`src/rtl/result_bcd_converter.sv`:
```
// Signed result to sign + magnitude BCD, sequential double-dabble one bit per clock.
// Rising edge of ready starts a conversion; a rise while busy is queued one deep.
module result_bcd_converter #(
  parameter int WORD_LENGTH = 9,
  parameter int DIGITS      = 6
) (
  input  logic                     clk,
  input  logic                     reset,
  input  logic                     ready,
  input  logic [2*WORD_LENGTH-1:0] Result,
  output logic                     busy,
  output logic                     done,
  output logic                     sign,
  output logic [4*DIGITS-1:0]      bcd
);

  localparam int RW = 2 * WORD_LENGTH;
  localparam int BW = 4 * DIGITS;
  localparam int CW = $clog2(RW + 1);
  localparam logic [CW-1:0] LAST_CNT = CW'(RW - 1);

  typedef enum logic [1:0] {IDLE, LOAD, SHIFT, DONE} state_t;

  state_t        state_q;
  logic          ready_q;
  logic          pending_q;
  logic          sign_r_q;
  logic          done_q;
  logic          sign_q;
  logic [RW-1:0] mag_q;
  logic [BW-1:0] scratch_q;
  logic [BW-1:0] bcd_q;
  logic [CW-1:0] cnt_q;

  logic          req;
  logic [RW-1:0] neg_mag;
  logic [BW-1:0] adj;
  logic [BW-1:0] scratch_d;
  logic [RW-1:0] mag_d;

  assign req     = ready & ~ready_q;
  // Magnitude is unsigned, so the most-negative input maps to 2^(RW-1) correctly.
  assign neg_mag = ~Result + RW'(1);

  always_comb begin
    adj = scratch_q;
    for (int i = 0; i < DIGITS; i++) begin
      if (adj[4*i +: 4] >= 4'd5) begin
        adj[4*i +: 4] = adj[4*i +: 4] + 4'd3;
      end
    end
    {scratch_d, mag_d} = {adj, mag_q} << 1;
  end

  always_ff @(posedge clk or posedge reset) begin
    if (reset) begin
      state_q   <= IDLE;
      ready_q   <= 1'b0;
      pending_q <= 1'b0;
      sign_r_q  <= 1'b0;
      done_q    <= 1'b0;
      sign_q    <= 1'b0;
      mag_q     <= '0;
      scratch_q <= '0;
      bcd_q     <= '0;
      cnt_q     <= '0;
    end else begin
      ready_q <= ready;
      done_q  <= 1'b0;
      if (req && state_q != IDLE) begin
        pending_q <= 1'b1;
      end
      case (state_q)
        IDLE: begin
          if (req || pending_q) begin
            state_q <= LOAD;
          end
        end
        LOAD: begin
          // A negative value is never zero, so this also rules out negative zero.
          sign_r_q  <= Result[RW-1] & (|Result);
          mag_q     <= Result[RW-1] ? neg_mag : Result;
          scratch_q <= '0;
          cnt_q     <= '0;
          pending_q <= req;
          state_q   <= SHIFT;
        end
        SHIFT: begin
          scratch_q <= scratch_d;
          mag_q     <= mag_d;
          cnt_q     <= cnt_q + CW'(1);
          if (cnt_q == LAST_CNT) begin
            state_q <= DONE;
          end
        end
        DONE: begin
          bcd_q   <= scratch_q;
          sign_q  <= sign_r_q;
          done_q  <= 1'b1;
          state_q <= (pending_q || req) ? LOAD : IDLE;
        end
        default: state_q <= IDLE;
      endcase
    end
  end

  assign busy = (state_q != IDLE);
  assign done = done_q;
  assign sign = sign_q;
  assign bcd  = bcd_q;

endmodule

```
`config.mk`:
```
export PLATFORM = sky130hd
export DESIGN_NAME = result_bcd_converter
export DESIGN_NICKNAME = d
export VERILOG_FILES = /design/src/rtl/result_bcd_converter.sv
export SDC_FILE = /design/constraint.sdc
export NUM_CORES = 1
export LEC_CHECK = 0
export BUFFER_PORTS_ARGS = -buffer_cell sky130_fd_sc_hd__buf_2
export CAP_MARGIN = 20
export CORE_ASPECT_RATIO = 1.5
export CORE_MARGIN = 2
export CORE_UTILIZATION = 55
export CTS_CLUSTER_SIZE = 10
export DETAILED_ROUTE_END_ITERATION = 7
export GPL_ROUTABILITY_DRIVEN = 1
export PLACE_DENSITY = 0.85
export SLEW_MARGIN = 20
export SYNTH_ARGS = -nofsm -noshare
export SYNTH_HDL_FRONTEND = slang
export SYNTH_SLANG_ARGS = --single-unit
```
`constraint.sdc`:
```
create_clock -name clk -period 3.21 [get_ports clk]
set_input_delay 0.4815 -clock clk [delete_from_list [all_inputs] [get_ports clk]]
set_output_delay 0.4815 -clock clk [all_outputs]
set_load 0.02 [all_outputs]
```
======== Yosys cells after proc, flatten, opt, wreduce, memory -nomap -nowiden ========
Cells that the tools add are included.
word-level totals
  register bits ........................... 78
  memories ................................ 0
  memory bits (writable) .................. 0
  ROM bits ................................ 0
  latch bits .............................. 0
  output and inout bits ................... 27
  logic and storage cells ................. 59
cells by class
  bitwise operators ....................... 4
  div/mod/pow operators ................... 0
  $add $sub $neg .......................... 8
  reduce and logical (&&, ||, !) cells .... 8
  $mul .................................... 0
  magnitude comparators ................... 6
  equal/unequal tests ..................... 6
  shift-type cells ........................ 0
  mux-type cells .......................... 17
operator list
  kind                   number
  $pmux 24 s2            1
  $pmux 18 s2            1
  $ge 4x3->1 const B     6
  $add 4x2->4 const B    5
  $mux 4                 5
  $add 18x1->18 const B  1
  $mux 18                1
  $not 18->18            1
  $reduce_or 18->1       1
  $pmux 5 s2             1
  $pmux 2 s4             1
  $reduce_bool 2->1      3
  $add 5x1->5 const B    1
  $eq 5x5->1 const B     1
  $eq 2x2->1 const B     2
  $mux 1                 4
  $mux 2                 2
  $ne 2x2->1 const B     2
  $add 3x2->3 const B    1
  $mux 3                 1
  $and 1x1->1            2
  $eq 2x1->1 const B     1
  $logic_not 2->1        1
  $reduce_and 2->1       1
  3 further kinds        3

======== Longest topological paths before layout ========
Gate-level depths: netlist of run 1.
  word-level depth ........................ 5
  mapped depth ............................ 7

======== Least setup slack after synthesis of run 1 ========
OpenSTA, ideal clock, no wires.
  kind .................................... input port to flip-flop
  from .................................... input Result[10]
  to ...................................... register mag_q[15]
  buffers on the path ..................... 0
  stages .................................. 5
  required time ........................... 3,069 ps
  setup slack ............................. 1,270 ps
  data arrival time ....................... 1,798 ps
  setup time .............................. 141 ps
  cell sequence ........................... or4_4 -> or4_1 -> o21ai_2 -> xor2_1 -> o221ai_1
between the ends
  word-level cells in the longest chain between the ends .. 4
ends and longest elaborated chain
  what                    line  RTL
  start: declaration      10    input logic [2*WORD_LENGTH-1:0] Result,
  $not 18->18             43    assign neg_mag = ~Result + RW'(1);
  $add 18x1->18           43
  $mux 18                 82    mag_q <= Result[RW-1] ? neg_mag : Result;
  $pmux 18 s2             73    case (state_q)
  end signal: assignment  82
  end signal: assignment  90    mag_q <= mag_d;
  end: declaration        30    logic [RW-1:0] mag_q;
No other way between the ends.
A chain may end at the register's enable or synchronous reset.

======== Final worst setup path of run 1 ========
  from .................................... register state_q[0]
  to ...................................... register mag_q[17]
between the ends
  word-level cells in the longest chain between the ends .. 2
ends and longest elaborated chain
  what                                                     line  RTL
  start: declaration                                       24    state_t state_q;
  start signal: assignment                                 100   state_q <= (pending_q || req) ? LOAD : IDLE;
  $eq 2x2->1 / $eq 2x1->1 (equally long branches)          73
  $pmux 18 s2 / $reduce_bool 2->1 (equally long branches)  -
Several ways; a longest one is shown, not always the timed one.

==> flow_metrics.py, run 1 <==
metrics = {
    "timing": {
        "holdWs_ns": 0.246,
        "setup_viol": 0,
        "fmax_ghz": 0.427,
        "min_period_ns": 2.34,
        "hold_viol": 0,
        "tns_ns": 0,
        "rsz0062_at_grt": "no",
        "maxSlewViolCount": 0,
        "period_share_pct": 72.9,
        "worstMarginPinSlew_ns": 0.965,
        "worst_slew_margin_rel_pct": 35.7,
        "clock_skew_ns": 0.00683,
    },
    "synth": {
        "synth_top_family_by_area": "compound AO/OA/AOI/OAI gates",
        "postSynth.asyncResetShare_pct": 100,
        "muxShareOfSynthArea_pct": 8.21,
        "syn-num-nets": 422,
        "synth_area_um2": 3960,
        "yosys-top-cells-area": "dfrtp_1, mux2_2, ha_1",
        "yosysWarningCount": 0,
        "synth_xor_area_share_pct": 5.31,
        "ys_ff_latch": 78,
        "synth_fa_ha_area_share_pct": 6.00,
        "ys.flop_type": "dfrtp_1",
        "yosysUniqueCellTypes": 34,
        "yosys.area_share.simple_pct": 9.89,
        "yosys-top-cells-count": "dfrtp_1, o21ai_0, inv_1",
        "synth_top_cell_area_share_pct": 49.3,
        "synth_top_cell_by_area": "dfrtp_1",
        "synth.most_common_cell": "dfrtp_1",
        "synth-compound-area-share_pct": 16.5,
        "syn_avg_cell_area_um2": 10.4,
        "netlist_instances": 382,
        "ys_seq_area_share_pct": 49.3,
        "synth_edf_count": 0,
    },
    "critical_path": {
        "cp-end-kind": "register",
        "rrSetupSlack_ns": 0.87,
        "critical_path_class": "reg -> reg",
        "cp_max_fo": 18,
        "critPathTopFamily": "simple AND/OR/NAND/NOR gates",
        "reg2reg_depth": 5,
        "reg2reg_to": "mag_q[17]",
        "start_kind": "register",
        "reg2reg_from": "state_q[0]",
        "arrival_ns": 2.62,
        "slowest_delay_ns": 0.65,
        "cp.required_ns": 3.49,
        "critical_path.cell_chain": "inv_1 -> ha_1 -> nand2_1 -> or4_1 -> o21ai_0",
        "crit_slowest_cell": "ha_1",
        "crit_buf_inv": 1,
    },
    "cts": {
        "cts_sinks": 78,
        "path_clk_slew_ns": 0.08,
        "htreeDepth": 3,
        "cts_hold_buf": 0,
        "insertion_delay_ns": 0.36,
        "cts.repair.resized": 0,
        "cts_root_buf": "clkbuf_8",
        "postCtsSetupBuffers": 0,
        "clock_path_buffers": 2,
        "cts_tree": "built",
        "cts-buffers-inserted": 9,
    },
    "floorplanning": {
        "start_util_pct": 57.4,
        "ios": 48,
        "core_um2": 6900,
        "rows": 37,
        "die_w_um": 73.3,
        "dieArea_um2": 7910,
        "die_h_um": 108,
    },
    "power": {
        "cellInternalPower_mw": 2.12,
        "p_comb_share_pct": 37.6,
        "leakagePower_nw": 2.12,
        "swShare_pct": 37.8,
        "power_frac_clock_pct": 24.8,
        "powerDensity_nw_per_um2": 759,
        "power.switching_mw": 1.29,
        "pwr-share-seq_pct": 37.6,
        "ir_drop_mv": 0.619,
    },
    "job": {
        "max-cap-violations": 0,
    },
    "global_route": {
        "grt_start_max_net_pins": 79,
        "grt_pass1_vias": 2968,
        "gr-total-overflow": 0,
        "antenna_found_initial": 0,
        "grt.total_usage_pct": 21.5,
        "grt_pass1_wl_um": 13200,
    },
    "routing": {
        "drt_iter0_markers": 168,
        "num_vias": 2943,
        "viasPerCell": 5.77,
        "drc": 0,
        "wl_per_cell_um": 15.0,
        "wirelength_um": 7630,
        "drt-pass1-iter-count": 4,
        "ant_nets": 0,
    },
    "min_path": {
        "hp-class": "in -> reg",
        "hp-start": "ready",
        "hold_path_depth": 1,
        "worstHoldEndpoint": "ready_q",
    },
    "run_status": {
        "status": "finished, final reports clean",
    },
    "final_layout": {
        "antenna_cells": 0,
        "drive_above_1_share_pct": 23.8,
        "syn_to_final_growth_pct": 13.5,
        "stdcell_area_um2": 4500,
        "nets": 467,
    },
    "place": {
        "dpl.hpwl_um": 5320,
        "port_buffers": 47,
        "post_dp_cell_area_um2": 4260,
        "place.gp.congestion": 0.756,
    },
}
-- power groups by stage --
| stage | logic [mW] | registers (mW) | clock network [mW] |
|---|---|---|---|
| 2_1_floorplan | 0.960 | 1.30 | 0 |
| 3_3_place_gp | 1.23 | 1.29 | 0 |
| 3_5_place_dp | 1.28 | 1.30 | 0 |
| 4_1_cts | 1.29 | 1.28 | 0.863 |
| 5_1_grt | 1.46 | 1.30 | 0.900 |
| 6_report | 1.28 | 1.28 | 0.846 |
-- layout by cell type, fill, tap and decap left out, types with 7 or more instances in the layout --
cell type	instances
dfrtp_1	78
buf_2	47
o21ai_0	37
inv_1	32
mux2_2	28
a21oi_1	25
nand2_1	23
o22ai_1	19
ha_1	19
xor2_1	15
o31ai_1	11
nor2b_1	11
nor2_1	11
clkbuf_8	11
xnor2_1	9
nand3_1	7
nand2b_1	7
-- sequential cells by signal, summed over array words and instances, names as in the netlist --
register and cells:
bcd 24, sign_r_q 1, cnt_q 5, pending_q 1
scratch_q 24, sign 1, state_q 2, mag_q 18
done 1, ready_q 1
-- layout make-up --
cell class | instances | area, µm²
fillers | 517 | 2400
repair buffers | 52 | 273
clock inverters | 5 | 81.3
well taps | 78 | 97.6
clock buffers | 11 | 151
inverters | 33 | 124
flip-flops and latches | 78 | 1950
multi-input cells | 253 | 1820
-- kinds of logic after synthesis --
logic type               count (synthesis)
adder cells (fa/ha/maj)                 19
AO/OA/AOI/OAI                          108
buffers and inverters                   51
flip-flops                              78
XOR/XNOR                                24
multiplexers                            29
AND/OR/NAND/NOR                         73
-- worst max path at each step --
stage | start | to | slack, ns | depth (start not counted)
detailed placement | state_q[0] | mag_q[17] | 0.90 | 5
global route | state_q[0] | mag_q[17] | 0.66 | 5
finish | state_q[0] | mag_q[17] | 0.87 | 5
CTS | state_q[0] | mag_q[17] | 0.88 | 5
global placement | state_q[0] | mag_q[17] | 0.97 | 5
floorplan | reset | bcd[0] | 0.73 | 1
-- per-layer routing --
layer | routed length (µm) | GRT usage [%] | vias up | part of all wire, %
met5 | 0 | 0 | - | 0
met4 | 119 | 8.73 | 0 | 1.6
met3 | 320 | 5.24 | 13 | 4.2
met2 | 4070 | 35.5 | 78 | 53
met1 | 3120 | 26.6 | 1409 | 41
li1 | - | - | 1443 | -
-- metrics by stage --
| stage | std cells | utilization, % | total power [mW] | setup slack [ns] |
|---|---|---|---|---|
| 3_3_place_gp | 494 | 61.8 | 2.51 | 0.968 |
| 2_1_floorplan | 382 | - | 2.26 | 0.733 |
| 5_1_grt | 510 | 65.2 | 3.66 | 0.661 |
| 6_report | 510 | 65.2 | 3.41 | 0.868 |
| 3_5_place_dp | 494 | 61.8 | 2.58 | 0.900 |
| 4_1_cts | 510 | 65.2 | 3.44 | 0.877 |
(Power assumes the default switching activity.)
==> run 2, diff against run 1 <==
--- a/config.mk
+++ b/config.mk
@@ -9,11 +9,11 @@
 export CAP_MARGIN = 20
 export CORE_ASPECT_RATIO = 1.5
 export CORE_MARGIN = 2
-export CORE_UTILIZATION = 55
+export CORE_UTILIZATION = 52
 export CTS_CLUSTER_SIZE = 10
 export DETAILED_ROUTE_END_ITERATION = 7
 export GPL_ROUTABILITY_DRIVEN = 1
-export PLACE_DENSITY = 0.85
+export PLACE_DENSITY = 0.84
 export SLEW_MARGIN = 20
 export SYNTH_ARGS = -nofsm -noshare
 export SYNTH_HDL_FRONTEND = slang
==> constraint.sdc (replaced) <==
create_clock -name clk -period 2.1 [get_ports clk]
set_input_delay 0.315 -clock clk [delete_from_list [all_inputs] [get_ports clk]]
set_output_delay 0.315 -clock clk [all_outputs]
set_load 0.02 [all_outputs]
==> flow_metrics.py, run 2 (same netlist as run 1, synthesis figures left out) <==
metrics = {
    "power": {
        "ir_drop_mv": 0.929,
        "leakagePower_nw": 2.20,
        "power.switching_mw": 2.01,
        "pwr-share-seq_pct": 34.6,
        "cellInternalPower_mw": 3.66,
        "powerDensity_nw_per_um2": 1210,
        "swShare_pct": 35.4,
        "p_comb_share_pct": 36.4,
        "power_frac_clock_pct": 29.0,
    },
    "routing": {
        "highest_layer": "met4",
        "dr_wl_met2_um": 4280,
        "drt_iter0_markers": 135,
        "viasPerCell": 5.52,
        "wl_per_cell_um": 14.1,
        "dr_wl_met3_um": 241,
        "ant_nets": 0,
        "num_vias": 2989,
        "wirelength_um": 7640,
        "met1_length_um": 3030,
        "drc": 0,
        "drt-pass1-iter-count": 4,
    },
    "critical_path": {
        "slowest_delay_ns": 0.49,
        "critical_path_class": "reg -> reg",
        "arrival_ns": 2.14,
        "reg2reg_from": "state_q[0]",
        "crit_slowest_cell": "ha_1",
        "critPathLaunch": "state_q[0]",
        "critical_path.cell_chain": "inv_1 -> ha_1 -> buf_4 -> mux2_2",
        "cp_max_fo": 31,
        "cp.required_ns": 2.32,
        "start_kind": "register",
        "cp-end-kind": "register",
    },
    "final_layout": {
        "antenna_cells": 0,
        "fillerInstances": 623,
        "nets": 474,
        "stdcell_area_um2": 4690,
        "syn_to_final_growth_pct": 18.5,
        "multi_input_area_um2": 1820,
        "regArea_um2": 1950,
        "mostFrequentLayoutCell": "dfrtp_1",
        "drive_above_1_share_pct": 24.4,
        "final_cell_mix": "dfrtp_1, buf_2, o21ai_0",
        "utilization_pct": 62.5,
    },
    "cts": {
        "clock_path_buffers": 2,
        "cts_sinks": 78,
        "cts-buffers-inserted": 9,
        "htreeDepth": 3,
        "cts_root_buf": "clkbuf_16",
        "postCtsSetupBuffers": 0,
        "path_clk_slew_ns": 0.05,
        "insertion_delay_ns": 0.33,
        "cts_tree": "built",
    },
    "timing": {
        "maxSlewViolCount": 0,
        "worstMarginPinSlew_ns": 0.487,
        "fmax_ghz": 0.520,
        "rsz0062_at_grt": "no",
        "clock_skew_ns": 0.00531,
        "period_share_pct": 91.5,
        "worst_slew_margin_rel_pct": 67.1,
        "tns_ns": 0,
        "min_period_ns": 1.92,
        "hold_viol": 0,
        "setup_viol": 0,
    },
    "floorplanning": {
        "die_w_um": 75.3,
        "start_util_pct": 52.7,
        "ios": 48,
        "die_h_um": 111,
        "core_um2": 7510,
        "rows": 39,
        "dieArea_um2": 8340,
    },
    "global_route": {
        "grt_pass1_wl_um": 13600,
        "antenna_found_initial": 0,
        "grt_start_max_net_pins": 32,
        "gr-total-overflow": 0,
        "grt.total_usage_pct": 21.1,
        "grt_pass1_vias": 3130,
    },
    "place": {
        "port_buffers": 47,
        "dpl.hpwl_um": 5490,
        "post_dp_cell_area_um2": 4370,
        "place.gp.congestion": 0.757,
    },
    "min_path": {
        "hp-class": "in -> reg",
        "hp-start": "ready",
    },
    "run_status": {
        "status": "finished, final reports clean",
    },
    "job": {
        "max-cap-violations": 0,
    },
}
## run 2: critical path: cells and delay by family, from the launching register on
family	cells	cell delay (ns)
multiplexers	1	0.37
adder cells (fa/ha/maj)	1	0.49
buffers and inverters	2	0.50
flip-flops	1	0.44
## run 2: power by group through the flow
stage	Combinational, mW	Sequential [mW]	Clock (mW)
after floorplan	1.47	1.99	0
after CTS	2.08	1.96	1.68
after detailed placement	2.05	1.99	0
final	2.06	1.96	1.65
after global placement	1.98	1.97	0
after global routing	2.33	2.00	1.73
## run 2: per-layer routing
| metal | GRT usage, % | vias to the layer above |
|---|---|---|
| met2 | 36.7 | 53 |
| met5 | 0 | - |
| met4 | 8.65 | 0 |
| met3 | 4.55 | 7 |
| li1 | - | 1457 |
| met1 | 24.2 | 1472 |
## run 2: final cells by class
type                       instances  area share, %
inverter                          33           2.72
clock inverter                     4           1.49
tap                              102           2.72
multi-input combinational        253           38.7
clock buffer                      12           5.25
sequential                        78           41.6
timing repair buffer              59           7.52
## run 2: final timing paths
check | to | slack [ns] | depth (start not counted)
worst max-delay path | mag_q[1] | 0.18 | 4
worst min-delay path | ready_q | 0.11 | 1
worst max register to register | mag_q[1] | 0.18 | 4
worst min register to register | scratch_q[0] | 0.48 | 2
max in group asynchronous | scratch_q[18] | 0.94 | 4
min in group asynchronous | bcd[12] | 0.55 | 3
## run 2: what timing repair did
| item | in CTS | in global routing |
|---|---|---|
| hold buffers | 1 | 0 |
| gates resized for setup | 0 | 0 |
| hold endpoints to repair | 13 | 0 |
## run 2: through the flow
step                      power (mW)  hold WS (ns)  cells  setup slack (ns)
final                           5.67         0.112    541             0.178
after detailed placement        4.04         0.361    524             0.113
after global routing            6.06         0.111    541            0.0363
after global placement          3.95         0.350    524             0.167
after floorplan                 3.46         0.346    382             0.327
after CTS                       5.72        0.0962    541             0.207
